===== src/rtl/main_decoder_pkg.sv =====
// Shared constants and control-word type for the MIPS main control decoder.
// The Jump field exists only when MAIN_DECODER_JUMP_EN is defined.
package main_decoder_pkg;

    localparam int unsigned OPCODE_W = 6;
    localparam int unsigned ULAOP_W  = 2;

    localparam logic [OPCODE_W-1:0] OP_RTYPE = 6'b000000;
    localparam logic [OPCODE_W-1:0] OP_LW    = 6'b100011;
    localparam logic [OPCODE_W-1:0] OP_SW    = 6'b101011;
    localparam logic [OPCODE_W-1:0] OP_BEQ   = 6'b000100;
    localparam logic [OPCODE_W-1:0] OP_ADDI  = 6'b001000;
    localparam logic [OPCODE_W-1:0] OP_J     = 6'b000010;

    localparam logic [ULAOP_W-1:0] ULAOP_ADD   = 2'b00;
    localparam logic [ULAOP_W-1:0] ULAOP_SUB   = 2'b01;
    localparam logic [ULAOP_W-1:0] ULAOP_FUNCT = 2'b10;

    typedef struct packed {
        logic               reg_write;
        logic               reg_dst;
        logic               ula_src;
        logic               branch;
        logic               mem_write;
        logic               mem_to_reg;
        logic [ULAOP_W-1:0] ula_op;
        logic               illegal;
`ifdef MAIN_DECODER_JUMP_EN
        logic               jump;
`endif
    } ctrl_t;

    localparam int unsigned CTRL_W = $bits(ctrl_t);

    // Safe no-op word for unsupported opcodes: nothing written, nothing taken.
    function automatic ctrl_t ctrl_illegal();
        ctrl_t c;
        c         = '0;
        c.illegal = 1'b1;
        return c;
    endfunction

endpackage


===== src/rtl/main_decoder_lut.sv =====
// Pure combinational opcode-to-control-word table; holds no state.
// Opcode J is decoded only when MAIN_DECODER_JUMP_EN is defined.
module main_decoder_lut
    import main_decoder_pkg::*;
(
    input  logic [OPCODE_W-1:0] opcode_i,
    output logic [CTRL_W-1:0]   ctrl_c_o
);

    ctrl_t ctrl_c;

    // Unlisted and unknown opcodes fall through to the illegal no-op word.
    always_comb begin
        ctrl_c = ctrl_illegal();
        case (opcode_i)
            OP_RTYPE: begin
                ctrl_c           = '0;
                ctrl_c.reg_write = 1'b1;
                ctrl_c.reg_dst   = 1'b1;
                ctrl_c.ula_op    = ULAOP_FUNCT;
            end
            OP_LW: begin
                ctrl_c            = '0;
                ctrl_c.reg_write  = 1'b1;
                ctrl_c.ula_src    = 1'b1;
                ctrl_c.mem_to_reg = 1'b1;
                ctrl_c.ula_op     = ULAOP_ADD;
            end
            OP_SW: begin
                ctrl_c           = '0;
                ctrl_c.ula_src   = 1'b1;
                ctrl_c.mem_write = 1'b1;
                ctrl_c.ula_op    = ULAOP_ADD;
            end
            OP_BEQ: begin
                ctrl_c        = '0;
                ctrl_c.branch = 1'b1;
                ctrl_c.ula_op = ULAOP_SUB;
            end
            OP_ADDI: begin
                ctrl_c           = '0;
                ctrl_c.reg_write = 1'b1;
                ctrl_c.ula_src   = 1'b1;
                ctrl_c.ula_op    = ULAOP_ADD;
            end
`ifdef MAIN_DECODER_JUMP_EN
            OP_J: begin
                ctrl_c      = '0;
                ctrl_c.jump = 1'b1;
            end
`endif
            default: ctrl_c = ctrl_illegal();
        endcase
    end

    assign ctrl_c_o = ctrl_c;

endmodule


===== src/rtl/main_decoder.sv =====
// Main control decoder: registers the decoded control word once per cycle.
// Define MAIN_DECODER_JUMP_EN to add the Jump port and decode opcode J.
module main_decoder
    import main_decoder_pkg::*;
(
    input  logic                clk,
    input  logic                rst_n,
    input  logic [OPCODE_W-1:0] Opcode,
    output logic [ULAOP_W-1:0]  ULAOp,
    output logic                MemtoReg,
    output logic                MemWrite,
    output logic                Branch,
    output logic                ULASrc,
    output logic                RegDst,
    output logic                RegWrite,
`ifdef MAIN_DECODER_JUMP_EN
    output logic                Jump,
`endif
    output logic                Illegal
);

    logic [CTRL_W-1:0] ctrl_c;
    ctrl_t             ctrl_d;
    ctrl_t             ctrl_q;

    main_decoder_lut u_lut (
        .opcode_i (Opcode),
        .ctrl_c_o (ctrl_c)
    );

    assign ctrl_d = ctrl_t'(ctrl_c);

    // Reset clears the word asynchronously, discarding any in-flight decode.
    always_ff @(posedge clk or negedge rst_n) begin
        if (!rst_n) begin
            ctrl_q <= '0;
        end else begin
            ctrl_q <= ctrl_d;
        end
    end

    assign RegWrite = ctrl_q.reg_write;
    assign RegDst   = ctrl_q.reg_dst;
    assign ULASrc   = ctrl_q.ula_src;
    assign Branch   = ctrl_q.branch;
    assign MemWrite = ctrl_q.mem_write;
    assign MemtoReg = ctrl_q.mem_to_reg;
    assign ULAOp    = ctrl_q.ula_op;
    assign Illegal  = ctrl_q.illegal;
`ifdef MAIN_DECODER_JUMP_EN
    assign Jump     = ctrl_q.jump;
`endif

endmodule


===== config.mk =====
export PLATFORM = sky130hd
export DESIGN_NAME = main_decoder
export DESIGN_NICKNAME = d
export VERILOG_FILES = /design/src/rtl/main_decoder_pkg.sv /design/src/rtl/main_decoder_lut.sv /design/src/rtl/main_decoder.sv
export SDC_FILE = /design/constraint.sdc
export NUM_CORES = 1
export LEC_CHECK = 0
export CAP_MARGIN = 40
export CORE_AREA = 2 2 39 41
export CTS_CLUSTER_SIZE = 12
export DETAILED_ROUTE_END_ITERATION = 10
export DIE_AREA = 0 0 41 43
export HOLD_SLACK_MARGIN = 0.12
export SETUP_SLACK_MARGIN = 0.1
export SYNTH_ARGS = -nofsm -noshare
export SYNTH_HDL_FRONTEND = slang
export SYNTH_SLANG_ARGS = --single-unit

===== constraint.sdc =====
create_clock -name clk -period 2.37 [get_ports clk]
set_clock_uncertainty 0.2 [all_clocks]
set_input_delay 0.711 -clock clk [delete_from_list [all_inputs] [get_ports clk]]
set_output_delay 0.711 -clock clk [all_outputs]
set_load 0.02 [all_outputs]

Yosys cells after proc, flatten, opt, wreduce, memory -nomap -nowiden
Cells that the tools add are included.
- bits in registers: 9
- latch bits: 0
- RAM bits: 0
- bits in read-only memories: 0
- input bits: 8
- output and inout bits: 9
- word-level logic and storage cells: 14
- memories kept: 0
- add/subtract/negate cells: 0
- $mul: 0
- div/mod/pow operators: 0
- magnitude comparators: 0
- equal/unequal tests: 4
- shift-type cells: 0
- muxes and demuxes: 1
- bitwise logic cells: 0
- reduce and logical (&&, ||, !) cells: 1
- operators with widths (cell ; number):
    9-bit one-hot mux with 5 select lines ; 1
    6-bit equality test, second input constant ; 2
    6-bit by 3-bit equality test with 1-bit output, second input constant ; 1
    6-bit by 4-bit equality test with 1-bit output, second input constant ; 1
    6-bit logical NOT ; 1

Longest topological paths before layout
Gate-level depths: netlist (run 1).
- depth after elaboration: 2
- gate-level depth with buffers: 2

Hierarchy
A second synthesis (run 1) with hierarchy kept.
- cell total of the unflattened synthesis: 24
- area total of the unflattened synthesis: 346.6 um^2
- by module, submodules not included (module ; instances ; cells an instance ; area each (um^2) ; sequential area each (um^2)):
    main_decoder ; 1 ; 9 ; 225.2 ; 225.2
    main_decoder_lut ; 1 ; 15 ; 121.4 ; 0.0

Least setup slack after synthesis (run 1)
No wires, ideal clock.
- path type: input-to-reg
- from: input port Opcode[5]
- to: register ctrl_q (netlist bit ULASrc)
- arrival: 1.346 ns
- setup slack: 0.747 ns
- stages: 2
- cell sequence: or4b_1 -> a21oi_1
- word-level cells in the longest chain between the ends: 2
- elaborated cells on any way between the ends: 6
- classes of those cells: 4 x eq/ne; 1 x mux; 1 x reduce/logical
- RTL lines (what ; RTL line ; source):
    from (decl) ; main_decoder.sv:8 ; input logic [OPCODE_W-1:0] Opcode,
    6-bit by 4-bit equality test with 1-bit output (tied with other cells) ; main_decoder_lut.sv:15 ; case (opcode_i)
    9-bit one-hot mux with 5 select lines (*) ; main_decoder_lut.sv:15 ;
    net ctrl_c[6] ; main_decoder.sv:22 ; logic [CTRL_W-1:0] ctrl_c;
    to (signal assigned) ; main_decoder.sv:38 ; ctrl_q <= ctrl_d;
    to (decl) ; main_decoder.sv:24 ; ctrl_t ctrl_q;
Mark *: on every way through the listed nets, which the timed path passes. The rest lies on a longest branch.

Worst setup path in the final report (run 1)
- from: register ctrl_q (netlist bit RegDst)
- to: output port RegDst
- RTL lines (what ; RTL line ; source):
    to (decl) ; main_decoder.sv:14 ; output logic RegDst,
No word-level cell between the ends.

==> flow_metrics.env, run 1 <==
export IMPL_synth_area_per_cell_um2=12.57
export IMPL_peakVddDrop_uv=151.5
export IMPL_seq_area_um2=175.2
export IMPL_core_region_area_mm2=0.001384
export IMPL_routedWlPerCell_um=8.544
export IMPL_multi_input_area_um2=95.09
export IMPL_required_ns=1.46
export IMPL_drc_errors=0
export IMPL_synth_top_cell_area_share_pct=60.61
export IMPL_dr_pass1_iters=4
export IMPL_synth_area_top_cells="dfrtp_1 (61%), buf_4 (5.2%), nor4b_2 (5.2%)"
export IMPL_met3_length_um=55
export IMPL_hpwl_um=392.4
export IMPL_period_share_pct=88.11
export IMPL_synth_xor_area_share_pct=0
export IMPL_vias_per_cell=4.088
export IMPL_rsz0062_at_grt="false"
export IMPL_syn_nets=31
export IMPL_start_util_pct=20.89
export IMPL_yosys_area_share_simple_pct=22.94
export IMPL_antenna_found_initial=0
export IMPL_synth_seq_area_share_pct=60.61
export IMPL_synth_common_cells="dfrtp_1 (7), buf_4 (2), nor2_1 (2)"
export IMPL_clock_sinks=7
export IMPL_drive_above_1_share_pct=17.07
export IMPL_grt_usage_pct=8.105
export IMPL_die_area_mm2=0.001763
export IMPL_cts_resized=0
export IMPL_cp_cell_sequence="clkdlybuf4s50_1"
export IMPL_nets=50
export IMPL_max_stage_delay_ns=0.60
export IMPL_highest_layer="met4"
export IMPL_gp_congestion=0.7513
export IMPL_cts_root_buf="clkbuf_4"
export IMPL_cp_top_family="buffers and inverters"
export IMPL_slowest_stage="clkdlybuf4s50_1"
export IMPL_yosys_register_bits=7
export IMPL_hold_path_class="input pin to asynchronous set/reset pin"
export IMPL_yosys_area_top_type="dfrtp_1"
export IMPL_htree_num_levels=1
export IMPL_synth_edff_count=0
export IMPL_wirelength_met1_um=225
export IMPL_num_io_pins=17
export IMPL_syn_cell_area_um2=289.0
export IMPL_endpoint_kind="output pin"
export IMPL_cap_viol_max_count=0
export IMPL_grt_overflow_total=0
export IMPL_power_density_mw_per_mm2=541.7
export IMPL_area_growth_pct=66.23
export IMPL_vias=233
export IMPL_ys_async_sr_fraction_pct=100.0
export IMPL_worst_path_buf_inv=1
export IMPL_yosys_cell_types_count=15
export IMPL_grt_start_max_net_pins=8
export IMPL_synth_most_common_cell="dfrtp_1"
export IMPL_yosys_warnings=0
export IMPL_layout_min_cycle_time_ns=2.088
export IMPL_critPathArrivalTime_ns=1.18
export IMPL_p_leak_uw=0.0001940
export IMPL_setup_violations=0
export IMPL_critPathMaxFanout=2
export IMPL_crit_path_start_kind="flip-flop"
export IMPL_die_h_um=43
export IMPL_postCtsHoldBufs=0
export IMPL_synth_top_family_by_area="simple AND/OR/NAND/NOR gates"
export IMPL_syn_inst=23
export IMPL_cts_setup_buffers=0
export IMPL_routed_wl_um=487
export IMPL_path_clk_slew_ns=0.05
export IMPL_path_class="flip-flop to output pin"
export IMPL_yosys_area_share_adder_pct=0
export IMPL_fillers=146
export IMPL_clock_path_buffers=2
export IMPL_port_buffers=16
export IMPL_timing_max_transition_violations_final=0
export IMPL_die_w_um=41
export IMPL_diodes=0
export IMPL_hold_viol_final=0
export IMPL_relSlewSlack_pct=80.21
export IMPL_cts_tree="yes"
export IMPL_wl_met2_um=192
export IMPL_antenna_left=0
export IMPL_ys_flop_type="dfrtp_1"
export IMPL_hold_ws_ns=0.5137
export IMPL_first_iter_violations=1
export IMPL_status="finished clean"
export IMPL_grt_pass1_wl_um=828
export IMPL_synth_compound_area_share_pct=9.957
export IMPL_tightest_slew_ns=0.2960
export IMPL_grt_pass1_vias=202
export IMPL_cts_buffers_inserted=3
export IMPL_final_util_pct=34.72
export IMPL_setup_tns_ns=0
export IMPL_rows=14
export IMPL_synth_mux_area_share_pct=0
export IMPL_max_freq_ghz=0.4789
## layout by cell type (no fill, tap or decap)
master	n
a21o_2	1
a21oi_1	1
clkbuf_1	1
clkbuf_4	3
clkdlybuf4s50_1	16
dfrtp_1	7
inv_1	1
nand3_1	1
nor2_1	2
nor3_1	1
nor4b_2	1
o22a_1	1
o22ai_1	1
or2_2	1
or3_1	1
or3_4	1
or4b_1	1
## metal layers
layer	vias to the layer above	GRT usage, %
met5	-	0
met4	0	12.00
met3	2	4.712
met2	17	8.750
met1	96	8.278
li1	118	-
## state kept, by name, summed over array words and instances, names as in the netlist
| name | count |
|---|---|
| Illegal | 1 |
| MemWrite | 1 |
| MemtoReg | 1 |
| RegDst | 1 |
| RegWrite | 1 |
| ULAOp | 1 |
| ULASrc | 1 |
## final timing paths
check / from / depth (start not counted) / end
max in group asynchronous: rst_n / 1 / RegDst
hold / removal: rst_n / 1 / MemWrite
setup / recovery: RegDst / 1 / RegDst
min in group clk: Opcode[4] / 2 / ULAOp[0]
## kinds of logic (layout without fill, tap and decap cells)
kind of cell	count (synthesis)	after routing
AOI/OAI and AO/OA	4	4
DFF	7	7
and+or+nand+nor	9	9
buffers and inverters	3	21
## power by group
group | switching, uW | total [uW] | internal, uW
sequential | 0.540 | 122 | 122
combinational | 14.5 | 33.7 | 19.2
clock | 40.2 | 104 | 64.0
## metrics by stage
step / worst slack, ns / area, um2 / power [uW] / instances
floorplan: 0.7467 / 289.0 / 136.3 / 23
global placement: 0.2543 / 454.2 / 158.0 / 53
detailed placement: 0.2401 / 454.2 / 158.4 / 53
CTS: 0.2583 / 480.5 / 265.5 / 57
global route: 0.2077 / 480.5 / 277.9 / 57
finish: 0.2817 / 480.5 / 260.3 / 57
## area by class of cell
class                           count  area share, %
Sequential cell                     7          36.46
Timing Repair Buffer               16          33.33
Multi-Input combinational cell     13          19.79
Clock buffer                        4          5.469
Tap cell                           16          4.167
Inverter                            1         0.7812
Note: power is estimated with default switching activity, not from simulation.
==> run 2, diff against run 1 <==
--- a/config.mk
+++ b/config.mk
@@ -15,3 +15,4 @@
 export SYNTH_ARGS = -nofsm -noshare
 export SYNTH_HDL_FRONTEND = slang
 export SYNTH_SLANG_ARGS = --single-unit
+export TNS_END_PERCENT = 1
==> results of run 2 <==
No change in the layout: final DEF, timing and power equal those of run 1.
